$ cat config.mk
export PLATFORM = sky130hd
export DESIGN_NAME = gpio_int_arbiter_flat
export DESIGN_NICKNAME = d
export VERILOG_FILES = /design/src/rtl/gpio_arb_pkg.sv /design/src/rtl/gpio_int_arbiter_if.sv /design/src/rtl/gpio_rr_picker.sv /design/src/rtl/gpio_int_arbiter.sv /design/src/flat_wrapper.sv
export SDC_FILE = /design/constraint.sdc
export NUM_CORES = 1
export LEC_CHECK = 0
export ABC_AREA = 1
export BUFFER_PORTS_ARGS = -buffer_cell sky130_fd_sc_hd__buf_2
export CORE_MARGIN = 2
export CORE_UTILIZATION = 40
export CTS_CLUSTER_SIZE = 16
export DETAILED_ROUTE_END_ITERATION = 10
export GPL_TIMING_DRIVEN = 1
export MAX_ROUTING_LAYER = met4
export SYNTH_ARGS = -nofsm -noshare
export SYNTH_HDL_FRONTEND = slang
export SYNTH_SLANG_ARGS = --single-unit
$ cat constraint.sdc
create_clock -name clk -period 21 [get_ports clk]
set_input_delay 2.1 -clock clk [delete_from_list [all_inputs] [get_ports clk]]
set_output_delay 2.1 -clock clk [all_outputs]
set_load 0.02 [all_outputs]
$ cat src/rtl/gpio_arb_pkg.sv
// Shared definitions for the GPIO interrupt arbiter.
// Contents: FSM state type, timeout counter width and a ceil(log2) helper
// that the top level uses to validate ID_WIDTH against PIN_COUNT.
package gpio_arb_pkg;

  typedef enum logic [1:0] {
    StIdle    = 2'd0,
    StPresent = 2'd1,
    StClear   = 2'd2,
    StSettle  = 2'd3
  } arb_state_e;

  localparam int unsigned TimeoutCntWidth = 16;

  function automatic int unsigned clog2(input int unsigned v);
    int unsigned r;
    r = 0;
    for (int i = 0; i < 32; i++) begin
      if ((64'(1) << i) < 64'(v)) r = i + 1;
    end
    return r;
  endfunction

endpackage

$ cat src/rtl/gpio_int_arbiter_if.sv
// Interrupt request handshake between the arbiter and the CPU/interrupt controller.
// Signals: irq_valid (ID presented), irq_id (pin index), irq_ready (consumer accepts),
// irq_timeout (one-cycle pulse when a handshake is abandoned).
// Modports: master = arbiter side, slave = consumer side.
interface gpio_int_arbiter_if #(
  parameter int unsigned ID_WIDTH = 5
) ();

  logic                irq_valid;
  logic [ID_WIDTH-1:0] irq_id;
  logic                irq_ready;
  logic                irq_timeout;

  modport master (
    output irq_valid,
    output irq_id,
    output irq_timeout,
    input  irq_ready
  );

  modport slave (
    input  irq_valid,
    input  irq_id,
    input  irq_timeout,
    output irq_ready
  );

endinterface

$ cat src/rtl/gpio_rr_picker.sv
// Round-robin picker: finds the first set bit of eligible at or above (rr_ptr+1) mod PIN_COUNT,
// wrapping around. Purely combinational.
// Ports: eligible (request vector), rr_ptr (last granted index), found (any request), idx (winner).
module gpio_rr_picker #(
  parameter int unsigned PIN_COUNT = 32,
  parameter int unsigned ID_WIDTH  = 5
) (
  input  logic [PIN_COUNT-1:0] eligible,
  input  logic [ID_WIDTH-1:0]  rr_ptr,
  output logic                 found,
  output logic [ID_WIDTH-1:0]  idx
);

  logic [ID_WIDTH-1:0]  start;
  logic [PIN_COUNT-1:0] rot;
  logic [ID_WIDTH-1:0]  pos;
  logic [ID_WIDTH:0]    sum;

  assign start = (rr_ptr == ID_WIDTH'(PIN_COUNT - 1)) ? '0 : rr_ptr + ID_WIDTH'(1);

  // Rotate so that bit 0 of rot corresponds to pin 'start'.
  assign rot = PIN_COUNT'({eligible, eligible} >> start);

  // Lowest set bit wins; the downward loop leaves the lowest index last.
  always_comb begin
    pos   = '0;
    found = 1'b0;
    for (int i = PIN_COUNT - 1; i >= 0; i--) begin
      if (rot[i]) begin
        pos   = ID_WIDTH'(i);
        found = 1'b1;
      end
    end
  end

  // Un-rotate: idx = (start + pos) mod PIN_COUNT.
  always_comb begin
    sum = {1'b0, start} + {1'b0, pos};
    if (sum >= (ID_WIDTH + 1)'(PIN_COUNT)) sum = sum - (ID_WIDTH + 1)'(PIN_COUNT);
    idx = sum[ID_WIDTH-1:0];
  end

endmodule

$ cat src/rtl/gpio_int_arbiter.sv
// GPIO interrupt arbiter: picks one pending, unmasked pin round-robin, presents its ID
// on a valid/ready handshake, pulses int_clear for that pin once accepted, then waits one
// cycle for the GPIO status to settle before the next grant.
// Ports: clk, rst_n (async, active-low), arb_en (allow new grants), int_status, int_mask,
// int_clear (one-hot clear pulse), pending_cnt (popcount of eligible, combinational),
// irq (gpio_int_arbiter_if.master: irq_valid, irq_id, irq_ready, irq_timeout).
// Optional: define GPIO_INT_ARB_TIMEOUT_EN to abandon a handshake after TIMEOUT_CYCLES
// cycles in PRESENT without irq_ready.
module gpio_int_arbiter
  import gpio_arb_pkg::*;
#(
  parameter int unsigned PIN_COUNT      = 32,
  parameter int unsigned ID_WIDTH       = 5,
  parameter int unsigned TIMEOUT_CYCLES = 255
) (
  input  logic                 clk,
  input  logic                 rst_n,
  input  logic                 arb_en,
  input  logic [PIN_COUNT-1:0] int_status,
  input  logic [PIN_COUNT-1:0] int_mask,
  output logic [PIN_COUNT-1:0] int_clear,
  output logic [ID_WIDTH:0]    pending_cnt,
  gpio_int_arbiter_if.master   irq
);

  if (ID_WIDTH != clog2(PIN_COUNT) || PIN_COUNT < 2 || PIN_COUNT > 64) begin : gen_cfg_chk
    $error("gpio_int_arbiter: illegal PIN_COUNT/ID_WIDTH");
  end
  if (TIMEOUT_CYCLES < 1 || TIMEOUT_CYCLES >= (1 << TimeoutCntWidth)) begin : gen_tmo_chk
    $error("gpio_int_arbiter: illegal TIMEOUT_CYCLES");
  end

  arb_state_e           state_q, state_d;
  logic [ID_WIDTH-1:0]  irq_id_q, irq_id_d;
  logic [ID_WIDTH-1:0]  rr_ptr_q, rr_ptr_d;
  logic                 irq_valid_q, irq_valid_d;
  logic [PIN_COUNT-1:0] int_clear_q, int_clear_d;
  logic [PIN_COUNT-1:0] eligible;
  logic                 pick_found;
  logic [ID_WIDTH-1:0]  pick_idx;

  assign eligible = int_status & ~int_mask;

  always_comb begin
    pending_cnt = '0;
    for (int i = 0; i < PIN_COUNT; i++) begin
      if (eligible[i]) pending_cnt = pending_cnt + (ID_WIDTH + 1)'(1);
    end
  end

  gpio_rr_picker #(
    .PIN_COUNT(PIN_COUNT),
    .ID_WIDTH (ID_WIDTH)
  ) u_picker (
    .eligible(eligible),
    .rr_ptr  (rr_ptr_q),
    .found   (pick_found),
    .idx     (pick_idx)
  );

`ifdef GPIO_INT_ARB_TIMEOUT_EN
  logic [TimeoutCntWidth-1:0] cnt_q, cnt_d;
  logic                       timeout_q, timeout_d;
`endif

  always_comb begin
    state_d     = state_q;
    irq_id_d    = irq_id_q;
    rr_ptr_d    = rr_ptr_q;
    irq_valid_d = 1'b0;
    int_clear_d = '0;
`ifdef GPIO_INT_ARB_TIMEOUT_EN
    cnt_d       = cnt_q;
    timeout_d   = 1'b0;
`endif
    case (state_q)
      StIdle: begin
        if (arb_en && pick_found) begin
          state_d     = StPresent;
          irq_id_d    = pick_idx;
          irq_valid_d = 1'b1;
`ifdef GPIO_INT_ARB_TIMEOUT_EN
          cnt_d       = '0;
`endif
        end
      end
      StPresent: begin
        // Request is held regardless of later mask/status changes or arb_en.
        if (irq.irq_ready) begin
          state_d     = StClear;
          rr_ptr_d    = irq_id_q;
          int_clear_d = PIN_COUNT'(1) << irq_id_q;
`ifdef GPIO_INT_ARB_TIMEOUT_EN
        end else if (cnt_q == TimeoutCntWidth'(TIMEOUT_CYCLES - 1)) begin
          state_d   = StIdle;
          rr_ptr_d  = irq_id_q;
          timeout_d = 1'b1;
        end else begin
          irq_valid_d = 1'b1;
          cnt_d       = cnt_q + TimeoutCntWidth'(1);
`else
        end else begin
          irq_valid_d = 1'b1;
`endif
        end
      end
      StClear:  state_d = StSettle;
      // GPIO status drops one edge after the clear; skip a cycle so it is not re-granted.
      StSettle: state_d = StIdle;
      default:  state_d = StIdle;
    endcase
  end

  always_ff @(posedge clk or negedge rst_n) begin
    if (!rst_n) begin
      state_q     <= StIdle;
      irq_id_q    <= '0;
      rr_ptr_q    <= ID_WIDTH'(PIN_COUNT - 1);
      irq_valid_q <= 1'b0;
      int_clear_q <= '0;
    end else begin
      state_q     <= state_d;
      irq_id_q    <= irq_id_d;
      rr_ptr_q    <= rr_ptr_d;
      irq_valid_q <= irq_valid_d;
      int_clear_q <= int_clear_d;
    end
  end

`ifdef GPIO_INT_ARB_TIMEOUT_EN
  always_ff @(posedge clk or negedge rst_n) begin
    if (!rst_n) begin
      cnt_q     <= '0;
      timeout_q <= 1'b0;
    end else begin
      cnt_q     <= cnt_d;
      timeout_q <= timeout_d;
    end
  end
  assign irq.irq_timeout = timeout_q;
`else
  assign irq.irq_timeout = 1'b0;
`endif

  assign irq.irq_valid = irq_valid_q;
  assign irq.irq_id    = irq_id_q;
  assign int_clear     = int_clear_q;

endmodule
$ cat src/flat_wrapper.sv
// flat-port wrapper written by rule: the top's interface ports become plain ports
module gpio_int_arbiter_flat import gpio_arb_pkg::*;
#(
  parameter int unsigned PIN_COUNT      = 32,
  parameter int unsigned ID_WIDTH       = 5,
  parameter int unsigned TIMEOUT_CYCLES = 255
)
  (clk, rst_n, arb_en, int_status, int_mask, int_clear, pending_cnt, irq_irq_valid, irq_irq_id, irq_irq_timeout, irq_irq_ready);
  gpio_int_arbiter_if #(.ID_WIDTH(ID_WIDTH)) irq_i ();
  input  logic clk;
  input  logic rst_n;
  input  logic arb_en;
  input  logic [PIN_COUNT-1:0] int_status;
  input  logic [PIN_COUNT-1:0] int_mask;
  output logic [PIN_COUNT-1:0] int_clear;
  output logic [ID_WIDTH:0] pending_cnt;
  output wire logic [$bits(irq_i.irq_valid)-1:0] irq_irq_valid;
  output wire logic [$bits(irq_i.irq_id)-1:0] irq_irq_id;
  output wire logic [$bits(irq_i.irq_timeout)-1:0] irq_irq_timeout;
  input wire logic [$bits(irq_i.irq_ready)-1:0] irq_irq_ready;
  assign irq_irq_valid = irq_i.irq_valid;
  assign irq_irq_id = irq_i.irq_id;
  assign irq_irq_timeout = irq_i.irq_timeout;
  assign irq_i.irq_ready = irq_irq_ready;
  gpio_int_arbiter #(.PIN_COUNT(PIN_COUNT), .ID_WIDTH(ID_WIDTH), .TIMEOUT_CYCLES(TIMEOUT_CYCLES)) u_core (.clk(clk), .rst_n(rst_n), .arb_en(arb_en), .int_status(int_status), .int_mask(int_mask), .int_clear(int_clear), .pending_cnt(pending_cnt), .irq(irq_i));
endmodule
== Word-level counts from Yosys, hierarchy flattened ==
Cells that the tools add are included.
W data, S select, Z words.

* Flip-flop bits (word level): 45
* Bits in latches: 0
* Memory bits (writable): 0
* ROM bits: 0
* Input port bits: 68
* Output and inout bits: 45
* Logic and storage cells: 161
* Memories: 0

* Add/subtract/negate cells: 34
* Multiply operators: 0
* Divide/modulo/power cells: 0
* Magnitude comparators: 1
* Eq/ne operators: 6
* Shift operators: 2
* Multiplexer cells: 106
* Bitwise gates (word level): 2
* Reductions and logical operators: 5

{| class="wikitable"
|+ Operators with widths
! cell !! count
|-
| $mux W6 || 31
|-
| $add A6 B1 Y6 const B || 30
|-
| $mux W5 || 34
|-
| $mux W32 || 2
|-
| $shr A64 B5 Y32 || 1
|-
| $mux W1 || 35
|-
| $and A32 B32 Y32 || 1
|-
| $not A32 Y32 || 1
|-
| $shl A1 B5 Y32 const A || 1
|-
| $pmux W2 S4 || 1
|-
| $add A5 B5 Y6 || 1
|-
| $ge A6 B6 Y1 const B || 1
|-
| $reduce_and A2 Y1 || 3
|-
| $add A5 B1 Y5 const B || 1
|-
| $eq A5 B5 Y1 const B || 1
|-
| $sub A5 B1 Y5 const B || 1
|-
| $eq A2 B2 Y1 const B || 2
|-
| $mux W2 || 2
|-
| $add A1 B1 Y2 const B || 1
|-
| $eq A2 B1 Y1 const B || 1
|-
| $logic_not A2 Y1 || 1
|-
| $ne A2 B1 Y1 const B || 1
|-
| $ne A2 B2 Y1 const B || 1
|-
| $pmux W1 S2 || 1
|-
| $logic_and A1 B1 Y1 || 1
|}

== Depth between registers and ports, before layout ==
Gate-level depths: netlist (run 1).

* Depth after elaboration: 65
* Mapped depth: 90
* Depth with buffers taken out: 90

== Hierarchy ==
From an unflattened synthesis (run 1), not the netlist that was laid out.

* Cells, all modules: 1746
* Area, all modules: 9151.3 um^2

{| class="wikitable"
|+ Modules (own cells, without submodules)
! module !! instances !! cells each !! area each (um^2) !! sequential area each (um^2)
|-
| gpio_int_arbiter || 1 || 1157 || 6461.2 || 1132.3
|-
| gpio_rr_picker || 1 || 589 || 2690.1 || 0.0
|}

== Least setup slack after synthesis (run 1) ==
No wires, ideal clock.

* Path kind: input to output
* Start point: input port int_mask[0]
* End point: output port pending_cnt[4]
* Data arrival time: 13943 ps
* Required time: 18900 ps
* Slack: 4957 ps
* Stages on the path: 83
* Path buffers: 0
* Cells stage by stage: inv_1 nand2_4 ha_1 nand3_1 nand2_1 inv_1 ha_1 or2_1 nand2_1 xnor2_1 o21ai_1 ha_1 or2_2 nand2_1 xnor2_1 o21ai_1 ha_1 or2_2 [... 47 more ...] nand2_1 nand2_1 xor2_1 o21ai_0 ha_1 nand2_1 nand2_1 ha_1 nand2_1 nand2_1 ha_1 or2_2 o21ai_0 inv_1 ha_1 nand2_1 nor3_2 xnor2_1

* Cells in the longest elaborated chain, start to end: 65

{| class="wikitable"
|+ Ends and longest elaborated chain
! what !! RTL line !! RTL
|-
| start: declaration || flat_wrapper.sv:14 || <nowiki>input logic [PIN_COUNT-1:0] int_mask;</nowiki>
|-
| $not A32 Y32 (*) || gpio_int_arbiter.sv:42 || <nowiki>assign eligible = int_status & ~int_mask;</nowiki>
|-
| $and A32 B32 Y32 (*) || gpio_int_arbiter.sv:42 ||
|-
| $mux W1 (*) || gpio_int_arbiter.sv:47 || <nowiki>if (eligible[i]) pending_cnt = pending_cnt + (ID_WIDTH + 1)'(1);</nowiki>
|-
| $add A1 B1 Y2 || gpio_int_arbiter.sv:47 ||
|-
| $mux W6 (*) || gpio_int_arbiter.sv:47 ||
|-
| $add A6 B1 Y6 || gpio_int_arbiter.sv:47 ||
|-
| $mux W6 (*) || gpio_int_arbiter.sv:47 ||
|-
| $add A6 B1 Y6 || gpio_int_arbiter.sv:47 ||
|-
| [... 49 more ...] || n/a ||
|-
| $add A6 B1 Y6 || gpio_int_arbiter.sv:47 ||
|-
| $mux W6 (*) || gpio_int_arbiter.sv:47 ||
|-
| $add A6 B1 Y6 || gpio_int_arbiter.sv:47 ||
|-
| $mux W6 (*) || gpio_int_arbiter.sv:47 ||
|-
| $add A6 B1 Y6 || gpio_int_arbiter.sv:47 ||
|-
| $mux W6 (*) || gpio_int_arbiter.sv:47 ||
|-
| $add A6 B1 Y6 || gpio_int_arbiter.sv:47 ||
|-
| $mux W6 (*) || gpio_int_arbiter.sv:47 ||
|-
| end: declaration || flat_wrapper.sv:16 || <nowiki>output logic [ID_WIDTH:0] pending_cnt;</nowiki>
|}

Every way passes the cells marked *; elsewhere a longest branch is shown, timed or not.

== Worst setup path after layout (run 1) ==
Ends and elaborated chain as after synthesis.

==> load_flow_metrics.sql, run 1 <==
INSERT INTO impl_metrics (metric_group, metric, value, unit) VALUES
('status', 'status', 'completed', ''),
('yosys', 'synth_area', '0.00927', 'mm^2'),
('clocking', 'htree_num_levels', '2', ''),
('detailed_routing', 'postRouteWirelength', '22000', 'um'),
('worst_setup_path', 'cpMaxStageDelayCell', 'sky130_fd_sc_hd__ha_1', ''),
('place', 'place_congestion', '0.866', ''),
('sta', 'tightest_slew', '0.961', 'ns'),
('yosys', 'synth-xor-area-share', '0.0284', ''),
('pwr', 'power_density', '119', 'mW/mm^2'),
('worst_setup_path', 'timing.critical_path.fanout_max', '5', ''),
('cells_and_area', 'layout.cells.most_common_list', 'sky130_fd_sc_hd__nand2_1 (495), sky130_fd_sc_hd__inv_1 (247), sky130_fd_sc_hd__nor2_1 (157)', ''),
('grt', 'grt_first_pass_wirelength', '38500', 'um'),
('grt', 'grt_max_degree', '46', ''),
('clocking', 'numCtsBuffers', '5', ''),
('worst_setup_path', 'setup.worst_path.class', 'input port to output pin', ''),
('sta', 'setup_tns', '0', 'ns'),
('grt', 'gr-total-overflow', '0', ''),
('floorplanning', 'start_util', '0.408', ''),
('worst_setup_path', 'worst_ep_required_time', '18.90', 'ns'),
('yosys', 'synth_area_in_simple_gates', '0.542', ''),
('floorplanning', 'std_cell_rows', '55', ''),
('clocking', 'cts_resized', '0', ''),
('clocking', 'cts_tree', 'built', ''),
('floorplanning', 'die_area', '0.0244', 'mm^2'),
('worst_setup_path', 'timing.critical_path.mode_cell', 'sky130_fd_sc_hd__nand2_1', ''),
('detailed_routing', 'post_drt_wl_per_cell', '11.0', 'um'),
('detailed_routing', 'drtPass1Iterations', '4', ''),
('min_path', 'hold_path_class', 'flop to flop', ''),
('worst_setup_path', 'critical_path_arrival', '15.00', 'ns'),
('sta', 'slew_violations', '0', ''),
('worst_setup_path', 'cpPeakStageDelay', '0.32', 'ns'),
('floorplanning', 'top_level_ports', '113', ''),
('cells_and_area', 'area_delta_synth_final', '10.7', '%'),
('yosys', 'synth.lib_cells_used.distinct', '43', ''),
('pwr', 'max-vdd-ir-drop', '0.0000708', 'V'),
('sta', 'relSlewSlack', '0.360', ''),
('run', 'drv_cap', '0', ''),
('clocking', 'insertion_delay', '0.28', 'ns'),
('place', 'place.detailed.hpwl', '18500', 'um'),
('place', 'port_buf_inserts', '111', ''),
('cells_and_area', 'antennaDiodeCount', '0', ''),
('detailed_routing', 'routed-via-count', '9622', ''),
('sta', 'max_clock_skew', '0.00347', 'ns'),
('clocking', 'cts.path.max_buffers', '2', ''),
('clocking', 'cts-root-buf', 'sky130_fd_sc_hd__clkbuf_16', ''),
('grt', 'number_of_antenna_violations_at_the_first_check_in_global_routing', '0', ''),
('detailed_routing', 'post_detailed_route_count_of_antenna_violating_nets', '0', ''),
('floorplanning', 'dieHeight', '156', 'um'),
('sta', 'max_clock_freq', '0.0585', 'GHz'),
('pwr', 'cellLeakagePower', '5.80', 'nW'),
('place', 'placement.setup.worst_slack', '3.89', 'ns'),
('pwr', 'power.share.clock', '0.073', ''),
('grt', 'groute.usage.overall', '0.188', ''),
('cells_and_area', 'layout_commonest_cell', 'sky130_fd_sc_hd__nand2_1', ''),
('cells_and_area', 'nets', '1831', ''),
('sta', 'timing.final.ws_setup', '3.90', 'ns'),
('yosys', 'adder_cell_share_of_the_synthesized_area', '0.0548', ''),
('clocking', 'cts_hold_buffers', '0', ''),
('detailed_routing', 'drt_iter0_drc', '357', ''),
('pwr', 'seq_power_share', '0.097', ''),
('floorplanning', 'dieWidth', '156', 'um'),
('pwr', 'comb_power_share', '0.830', ''),
('sta', 'timing.final.crit_period', '17.10', 'ns'),
('yosys', 'number_of_nets_produced_by_synthesis', '1744', ''),
('yosys', 'synth.yosys.seq_area_share', '0.122', ''),
('floorplanning', 'core', '0.0227', 'mm^2'),
('clocking', 'cts_post_setup_buffers_inserted', '0', ''),
('yosys', 'synthMuxAreaShare', '0.0205', ''),
('yosys', 'synth.avg_cell_area', '5.66', 'um^2'),
('pwr', 'net-switching-power', '0.722', 'mW'),
('yosys', 'synth-compound-area-share', '0.109', '');
[routing by layer]
layer	GRT usage	up-vias	wire length, um	part of all wire
met5	-	-	0	0
met2	0.346	147	10600	0.48
met4	0.0245	0	182	0.0083
li1	-	5313	-	-
met3	0.00831	15	628	0.028
met1	0.233	4147	10600	0.48
[through the flow]
step	util	power [mW]	area (um^2)	hold WS, ns	instances
finish	0.452	1.22	10300	0.472	2009
global route	0.452	1.40	10300	0.487	2009
CTS	0.452	1.23	10300	0.476	2009
detailed placement	0.444	1.14	10100	0.469	2001
global placement	0.444	1.13	10100	0.463	2001
floorplan	-	0.929	9270	0.446	1636
[worst max-delay path: cells and delay by family]
family	cells	cell delay (ns)
AO/OA/AOI/OAI	11	1.66
XOR/XNOR	13	2.02
adder cells (fa/ha/maj)	17	4.57
buffers and inverters	5	0.51
AND/OR/NAND/NOR	39	4.13
[Yosys cell counts (all sizes together)]
| library cell | n | area (um^2) |
|---|---|---|
| or2 | 14 | 87.6 |
| o211ai | 2 | 15.0 |
| a21boi | 1 | 7.51 |
| conb | 1 | 3.75 |
| nand3b | 21 | 161 |
| xnor2 | 9 | 78.8 |
| dfstp | 5 | 131 |
| clkbuf | 32 | 120 |
| o21bai | 1 | 7.51 |
| nor4 | 3 | 18.8 |
| buf | 4 | 18.8 |
| a21o | 1 | 7.51 |
| o21ai | 147 | 736 |
| ha | 39 | 488 |
| nand4 | 17 | 106 |
| o21a | 17 | 128 |
| nand2 | 606 | 2720 |
| a31oi | 6 | 37.5 |
| inv | 259 | 972 |
| clkinv | 7 | 26.3 |
| a211oi | 1 | 7.51 |
| dfrtp | 40 | 1000 |
| o31ai | 2 | 15.0 |
| fa | 1 | 20.0 |
| nand3 | 176 | 1220 |
| nor2 | 172 | 688 |
| mux2i | 19 | 190 |
| xor2 | 21 | 184 |
| nor3 | 3 | 31.3 |
| a21oi | 9 | 45.0 |
[power groups by stage]
stage	Combinational (mW)	Sequential, mW	Clock [mW]
after global placement	1.01	0.119	0
final	1.02	0.119	0.0892
after global routing	1.18	0.121	0.0944
after detailed placement	1.02	0.120	0
after floorplan	0.811	0.118	0
after CTS	1.02	0.119	0.0903
[sequential cells by signal, indices dropped and copies added (netlist names)]
signal                cells
u_core.int_clear         32
u_core.irq.irq_id         5
u_core.rr_ptr_q           5
u_core.state_q            2
u_core.irq.irq_valid      1
[cells by family (layout without fill, tap and decap cells)]
| group | after synthesis | count (layout) |
|---|---|---|
| AND/OR/NAND/NOR | 1012 | 1012 |
| buffers and inverters | 302 | 390 |
| adder cells (fa/ha/maj) | 40 | 40 |
| XOR/XNOR | 30 | 30 |
| other | 1 | 1 |
| AO/OA/AOI/OAI | 187 | 187 |
| flip-flops | 45 | 45 |
| multiplexers | 19 | 19 |
[layout make-up]
type | instances | area, um^2 | share of cell area
tap | 285 | 357 | 0.0348
sequential | 45 | 1130 | 0.110
multi-input combinational | 1289 | 7000 | 0.683
inverter | 266 | 998 | 0.0974
timing repair buffer | 116 | 593 | 0.0578
clock inverter | 1 | 30.0 | 0.00293
clock buffer | 7 | 143 | 0.0139
[worst paths after layout]
kind                               startpoint                    to  slack (ns)  depth (start not counted)
hold / removal             u_core.rr_ptr_q[4]    u_core.rr_ptr_q[4]        0.47                          2
setup reg to reg           u_core.rr_ptr_q[0]  u_core.irq.irq_id[4]       14.42                         48
setup / recovery                  int_mask[0]        pending_cnt[4]        3.90                         85
hold reg to reg            u_core.rr_ptr_q[4]    u_core.rr_ptr_q[4]        0.47                          2
max in group asynchronous               rst_n  u_core.irq.irq_id[0]       18.43                          1
min in group asynchronous               rst_n  u_core.int_clear[13]        1.97                          1
(Power assumes the default switching activity.)
==> run 2, diff against run 1 <==
Settings changed: ABC_AREA 1 to 0.
Clock period 21 ns to 15.5 ns, I/O delays scaled along.
==> run 2 against run 1 <==
Against the previous run:
- the run now ends with setup timing left
- non-clock buffer count grew 143
- critical path depth down 1
- hold slack improved by 0.085 ns
- highest routed layer unchanged
==> load_flow_metrics.sql, run 2 <==
INSERT INTO impl_metrics (metric_group, metric, value, unit) VALUES
('status', 'status', 'complete, but fails checks', ''),
('status', 'failed_checks', 'setup timing', ''),
('sta', 'hold_ws', '0.557', 'ns'),
('sta', 'relSlewSlack', '0.309', ''),
('cells_and_area', 'antennaDiodeCount', '0', ''),
('detailed_routing', 'route.detailed.vias_per_inst', '5.49', ''),
('grt', 'number_of_antenna_violations_at_the_first_check_in_global_routing', '0', ''),
('clocking', 'cts_hold_buffers', '0', ''),
('yosys', 'synthMuxAreaShare', '0.201', ''),
('worst_setup_path', 'startpoint_type', 'input port', ''),
('place', 'port_buf_inserts', '111', ''),
('worst_setup_path', 'timing.critical_path.fanout_max', '3', ''),
('worst_setup_path', 'critical_path_arrival', '14.97', 'ns'),
('grt', 'gr-total-overflow', '0', ''),
('grt', 'grt_max_degree', '47', ''),
('yosys', 'synth_top_family_by_area', 'simple AND/OR/NAND/NOR gates', ''),
('clocking', 'worst_setup_hold_path_clk_slew', '0.06', 'ns'),
('detailed_routing', 'drt_iter0_drc', '560', ''),
('grt', 'groute.usage.overall', '0.210', ''),
('yosys', 'synth.lib_cells_used.distinct', '97', ''),
('detailed_routing', 'drc', '0', ''),
('cells_and_area', 'layout-drive-gt1-share', '0.362', ''),
('run', 'drv_cap', '0', ''),
('worst_setup_path', 'cp.buffers_inverters', '5', ''),
('detailed_routing', 'post_detailed_route_count_of_antenna_violating_nets', '0', ''),
('yosys', 'synth_top_cells_by_area', 'sky130_fd_sc_hd__mux4_2 (13%), sky130_fd_sc_hd__dfrtp_1 (10%), sky130_fd_sc_hd__xnor2_1 (8.3%)', ''),
('clocking', 'cts.sink_count', '45', ''),
('clocking', 'cts-root-buf', 'sky130_fd_sc_hd__clkbuf_16', ''),
('place', 'place_congestion', '0.927', ''),
('sta', 'max_clock_skew', '0.00503', 'ns'),
('clocking', 'cts_tree', 'built', ''),
('floorplanning', 'dieWidth', '159', 'um'),
('sta', 'final.period_utilization', '1.07', ''),
('cells_and_area', 'largest_reg_flops', '32', ''),
('worst_setup_path', 'critPathCaptureType', 'output pin', ''),
('cells_and_area', 'nets', '1447', ''),
('yosys', 'synthMostInstantiatedCell', 'sky130_fd_sc_hd__nor2_1', ''),
('yosys', 'yosys.area.top_type', 'sky130_fd_sc_hd__mux4_2', ''),
('yosys', 'synth_area', '0.00964', 'mm^2'),
('worst_setup_path', 'setup.worst_path.class', 'input port to output pin', ''),
('yosys', 'synth_largest_type_area_fraction', '0.128', ''),
('detailed_routing', 'postRouteWirelength', '26500', 'um'),
('floorplanning', 'die_area', '0.0254', 'mm^2'),
('sta', 'timing.final.ws_setup', '-1.02', 'ns'),
('floorplanning', 'top_level_ports', '113', ''),
('yosys', 'netlist_instances', '1130', ''),
('yosys', 'number_of_nets_produced_by_synthesis', '1238', ''),
('worst_setup_path', 'timing.critical_path.mode_cell', 'sky130_fd_sc_hd__ha_1', ''),
('floorplanning', 'dieHeight', '159', 'um'),
('sta', 'grt_setup_unrepaired', 'true', ''),
('clocking', 'insertion_delay', '0.28', 'ns'),
('worst_setup_path', 'cpMaxStageDelayCell', 'sky130_fd_sc_hd__or3_4', ''),
('cells_and_area', 'layout_commonest_cell', 'sky130_fd_sc_hd__buf_4', ''),
('yosys', 'ys_ff_latch', '45', ''),
('min_path', 'hold_path_class', 'flop to flop', ''),
('grt', 'grt_first_pass_wirelength', '43900', 'um'),
('worst_setup_path', 'worst_ep_required_time', '13.95', 'ns'),
('grt', 'grt_pass1_vias', '8691', ''),
('yosys', 'synth.avg_cell_area', '8.53', 'um^2'),
('floorplanning', 'core', '0.0235', 'mm^2'),
('yosys', 'asyncSetResetFlopFracSynth', '1.00', ''),
('yosys', 'synth-xor-area-share', '0.205', ''),
('sta', 'timing.final.crit_period', '16.52', 'ns'),
('sta', 'finalHoldViolations', '0', ''),
('floorplanning', 'start_util', '0.410', ''),
('yosys', 'synth_area_in_simple_gates', '0.232', ''),
('clocking', 'cts.path.max_buffers', '2', ''),
('detailed_routing', 'drtPass1Iterations', '5', ''),
('yosys', 'synth-compound-area-share', '0.147', ''),
('yosys', 'post_synth_most_frequent_cells', 'sky130_fd_sc_hd__nor2_1 (123), sky130_fd_sc_hd__nand2_1 (121), sky130_fd_sc_hd__xnor2_1 (91), sky130_fd_sc_hd__a21oi_1 (61), sky130_fd_sc_hd__o21ai_0 (60)', ''),
('place', 'place.detailed.hpwl', '21300', 'um'),
('sta', 'max_clock_freq', '0.0605', 'GHz'),
('sta', 'setup_tns', '-4.21', 'ns'),
('detailed_routing', 'routed-via-count', '9115', ''),
('yosys', 'adder_cell_share_of_the_synthesized_area', '0.0538', ''),
('yosys', 'synth-warning-count', '0', ''),
('yosys', 'postSynth.topFlopCell', 'sky130_fd_sc_hd__dfrtp_1', ''),
('cells_and_area', 'n_fill_cell', '2283', ''),
('cells_and_area', 'area_delta_synth_final', '26.0', '%'),
('worst_setup_path', 'cpLargestDelayFamily', 'adder cells', ''),
('cells_and_area', 'layout.cells.most_common_list', 'sky130_fd_sc_hd__buf_4 (150), sky130_fd_sc_hd__nor2_1 (118), sky130_fd_sc_hd__nand2_1 (112)', ''),
('yosys', 'synth_enable_flop_cells', '0', ''),
('sta', 'slew_violations', '0', ''),
('worst_setup_path', 'cpPeakStageDelay', '0.34', 'ns'),
('clocking', 'numCtsBuffers', '5', ''),
('sta', 'setup_viol', '5', ''),
('floorplanning', 'std_cell_rows', '56', ''),
('detailed_routing', 'post_drt_wl_per_cell', '16.0', 'um'),
('yosys', 'synth.yosys.seq_area_share', '0.117', ''),
('clocking', 'htree_num_levels', '2', ''),
('sta', 'tightest_slew', '1.04', 'ns');
run 2: stage by stage:
step	cell area, um^2	setup WS [ns]	instances	utilization
6_report	12200	-1.02	1659	0.516
5_1_grt	12200	-1.85	1659	0.516
4_1_cts	12000	-0.829	1653	0.509
3_5_place_dp	11400	-1.20	1616	0.485
3_3_place_gp	11400	-0.985	1616	0.485
2_1_floorplan	9900	-0.315	1130	-
run 2: final cells by class:
class                      instances  area, um^2  area share
multi-input combinational        998        8600       0.707
sequential                        45        1130      0.0932
timing repair buffer             259        1720       0.141
clock inverter                     3        68.8     0.00566
inverter                          30         115     0.00947
tap                              319         399      0.0328
clock buffer                       5         125      0.0103
run 2: logic make-up after synthesis:
family                     after synthesis
DFF                                     45
muxes                                  117
buffers and inverters                   87
AOI/OAI and AO/OA                      221
adders and majority gates               41
and+or+nand+nor                        453
other                                    1
xor gates and xnor gates               165
run 2: final timing paths:
kind	startpoint	to	slack, ns	cells past startpoint
setup reg to reg	u_core.rr_ptr_q[0]	u_core.irq.irq_id[4]	8.54	29
min in group asynchronous	rst_n	u_core.int_clear[0]	1.41	1
hold reg to reg	u_core.state_q[0]	u_core.state_q[0]	0.56	1
max in group asynchronous	rst_n	u_core.int_clear[8]	13.51	1
hold / removal	u_core.state_q[0]	u_core.state_q[0]	0.56	1
setup / recovery	int_mask[0]	pending_cnt[5]	-1.02	84
run 2: per-layer routing:
metal,GRT usage,part of all wire,vias to the layer above
li1,-,-,4512
met1,0.285,0.47,4388
met2,0.360,0.49,195
met3,0.0109,0.034,20
met4,0.0236,0.010,0
met5,-,0,-
run 2: worst register-to-register path: cells and delay by family (launching register included):
family	cells	cell delay [ns]
compound gates	17	2.16
fa+ha+maj	4	1.12
mux	2	1.06
buf+inv	1	0.82
simple gates	3	0.78
flops	1	0.58
xor+xnor	2	0.28
run 2: timing repair:
item | CTS | global route
setup buffers | 30 | 6
endpoints found under the setup margin | 5 | 5
gates resized for setup | 34 | 19
pin swaps | 18 | 5
Power of run 2 is not shown: default switching activity piles up to over one toggle a cycle in this logic, so the estimate is an artifact.
==> run 3, diff against run 2 <==
Settings changed: ABC_AREA 0 to 1.
==> run 3 against run 2 <==
Against the previous run:
- critical endpoint is now pending_cnt[4]
- hold slack lost 0.083 ns
- critical path depth up 7
- wire length decreased by 15%
- via count rose by 6.9%
- the flow now finishes without violations
- core utilization fell by 3.7 points
- die area down 3.8%
- register-to-register slack improved by 0.11 ns
- fmax increased by 11%
- sequential cell count unchanged
- sequential share of layout area is 1.1 points higher
- non-clock buffer count is 95 lower
==> load_flow_metrics.sql, run 3 (synthesis gave the netlist of run 1 again) <==
INSERT INTO impl_metrics (metric_group, metric, value, unit) VALUES
('status', 'status', 'completed', ''),
('detailed_routing', 'post_drt_wl_per_cell', '10.9', 'um'),
('sta', 'relSlewSlack', '0.370', ''),
('sta', 'hold_ws', '0.474', 'ns'),
('clocking', 'worst_setup_hold_path_clk_slew', '0.06', 'ns'),
('worst_setup_path', 'setup.worst_path.class', 'input port to output pin', ''),
('detailed_routing', 'post_detailed_route_count_of_antenna_violating_nets', '0', ''),
('sta', 'slew_violations', '0', ''),
('floorplanning', 'die_area', '0.0244', 'mm^2'),
('worst_setup_path', 'timing.critical_path.fanout_max', '3', ''),
('worst_setup_path', 'critical_path.reg2reg.endpoint', 'u_core.irq.irq_id[4]', ''),
('clocking', 'cts.path.max_buffers', '2', ''),
('sta', 'final.period_utilization', '0.963', ''),
('pwr', 'net-switching-power', '1.02', 'mW'),
('clocking', 'htree_num_levels', '2', ''),
('grt', 'gr-total-overflow', '0', ''),
('sta', 'max_clock_freq', '0.0670', 'GHz'),
('detailed_routing', 'drtPass1Iterations', '5', ''),
('place', 'place_congestion', '0.875', ''),
('cells_and_area', 'area_delta_synth_final', '17.4', '%'),
('clocking', 'cts-root-buf', 'sky130_fd_sc_hd__clkbuf_16', ''),
('cells_and_area', 'layout_commonest_cell', 'sky130_fd_sc_hd__nand2_1', ''),
('run', 'drv_cap', '0', ''),
('detailed_routing', 'drc', '0', ''),
('grt', 'grt_pass1_vias', '8810', ''),
('worst_setup_path', 'startpoint_type', 'input port', ''),
('min_path', 'hold_path_class', 'flop to flop', ''),
('sta', 'setup_viol', '0', ''),
('grt', 'grt_max_degree', '46', ''),
('detailed_routing', 'postRouteWirelength', '22500', 'um'),
('cells_and_area', 'nets', '1879', ''),
('sta', 'timing.final.crit_period', '14.93', 'ns'),
('sta', 'timing.final.ws_setup', '0.570', 'ns'),
('min_path', 'worst_hold_startpoint', 'u_core.rr_ptr_q[4]', ''),
('floorplanning', 'dieWidth', '156', 'um'),
('worst_setup_path', 'critical_path_arrival', '13.38', 'ns'),
('worst_setup_path', 'critPathCaptureType', 'output pin', ''),
('pwr', 'comb_power_share', '0.848', ''),
('grt', 'groute.usage.overall', '0.183', ''),
('grt', 'grt_first_pass_wirelength', '37500', 'um'),
('floorplanning', 'core', '0.0227', 'mm^2'),
('grt', 'number_of_antenna_violations_at_the_first_check_in_global_routing', '0', ''),
('cells_and_area', 'largest_reg_flops', '32', ''),
('worst_setup_path', 'worst_r2r_path_depth', '51', ''),
('detailed_routing', 'drt_iter0_drc', '377', ''),
('cells_and_area', 'n_fill_cell', '2420', ''),
('place', 'placement.setup.worst_slack', '-0.277', 'ns'),
('worst_setup_path', 'regToRegSetupSlack', '8.65', 'ns'),
('pwr', 'switching_share', '0.578', ''),
('sta', 'max_clock_skew', '0.00560', 'ns'),
('clocking', 'cts.sink_count', '45', ''),
('worst_setup_path', 'rr_startpoint', 'u_core.rr_ptr_q[0]', ''),
('floorplanning', 'dieHeight', '156', 'um'),
('pwr', 'power_report.internal_total', '0.741', 'mW'),
('clocking', 'cts_tree', 'built', ''),
('clocking', 'cts_hold_buffers', '0', ''),
('worst_setup_path', 'cpMaxStageDelayCell', 'sky130_fd_sc_hd__ha_1', ''),
('min_path', 'holdPathEnd', 'u_core.rr_ptr_q[4]', ''),
('sta', 'finalHoldViolations', '0', ''),
('worst_setup_path', 'cpPeakStageDelay', '0.30', 'ns'),
('sta', 'tightest_slew', '0.945', 'ns'),
('clocking', 'insertion_delay', '0.28', 'ns'),
('pwr', 'max-vdd-ir-drop', '0.0000717', 'V'),
('pwr', 'power_density', '162', 'mW/mm^2'),
('sta', 'setup_tns', '0', 'ns'),
('min_path', 'hold_path_depth', '2', ''),
('floorplanning', 'std_cell_rows', '55', ''),
('floorplanning', 'top_level_ports', '113', ''),
('pwr', 'cellLeakagePower', '6.10', 'nW'),
('detailed_routing', 'routed-via-count', '9742', ''),
('pwr', 'seq_power_share', '0.091', ''),
('cells_and_area', 'layout.core_utilization', '0.479', ''),
('pwr', 'power.share.clock', '0.061', ''),
('cells_and_area', 'layout.cells.most_common_list', 'sky130_fd_sc_hd__nand2_1 (468), sky130_fd_sc_hd__inv_1 (245), sky130_fd_sc_hd__nor2_1 (157)', ''),
('cells_and_area', 'layout-drive-gt1-share', '0.249', ''),
('place', 'port_buf_inserts', '111', ''),
('place', 'place.detailed.hpwl', '18100', 'um'),
('cells_and_area', 'antennaDiodeCount', '0', ''),
('worst_setup_path', 'timing.critical_path.mode_cell', 'sky130_fd_sc_hd__nand2_1', ''),
('worst_setup_path', 'worst_ep_required_time', '13.95', 'ns'),
('clocking', 'numCtsBuffers', '5', ''),
('detailed_routing', 'route.detailed.vias_per_inst', '4.74', ''),
('floorplanning', 'start_util', '0.408', '');
## run 3: what timing repair did
action	4_1_cts	5_1_grt
pin swaps	29	80
gates resized for setup	18	52
buffers inserted	20	21
gates cloned	0	0
setup endpoints to repair	5	5
## run 3: area by class of cell
class,count,area (um^2),share of cell area
sequential,45,1130,0.104
timing repair buffer,164,958,0.0881
multi-input combinational,1289,7280,0.669
inverter,266,998,0.0917
clock buffer,7,153,0.0140
clock inverter,1,5.00,0.000460
tap,285,357,0.0328
## run 3: metal layers
layer,routed length (um),up-vias,GRT usage
li1,-,5391,-
met1,10500,4188,0.225
met2,11100,150,0.341
met3,665,13,0.00886
met4,144,0,0.0192
met5,0,-,-
## run 3: worst max path at each step
stage	startpoint	to	slack [ns]	cells past startpoint
floorplan	int_mask[0]	pending_cnt[4]	0.56	83
global placement	int_mask[0]	pending_cnt[4]	0.006	85
detailed placement	int_mask[0]	pending_cnt[4]	-0.28	85
CTS	int_mask[0]	pending_cnt[4]	0.02	90
global route	int_mask[1]	pending_cnt[5]	-0.21	94
finish	int_mask[1]	pending_cnt[4]	0.57	91
## run 3: power by group through the flow
stage	combinational, mW	sequential (mW)	clock (mW)
global route	1.71	0.163	0.115
detailed placement	1.39	0.162	0
finish	1.49	0.160	0.108
CTS	1.43	0.160	0.110
floorplan	1.10	0.160	0
global placement	1.38	0.161	0
## run 3: critical path: cells and delay by family
family	cells	cell delay, ns
xor gates and xnor gates	12	1.73
buffers and inverters	12	1.24
AOI/OAI and AO/OA	13	1.50
and+or+nand+nor	38	3.27
adders and majority gates	16	4.10
## run 3: through the flow
step                      total power, mW  area (um^2)  std cells
after floorplan                      1.26         9270       1636
after global placement               1.54        10100       2008
after detailed placement             1.55        10100       2008
after CTS                            1.70        10500       2036
after global routing                 1.99        10900       2057
final                                1.76        10900       2057
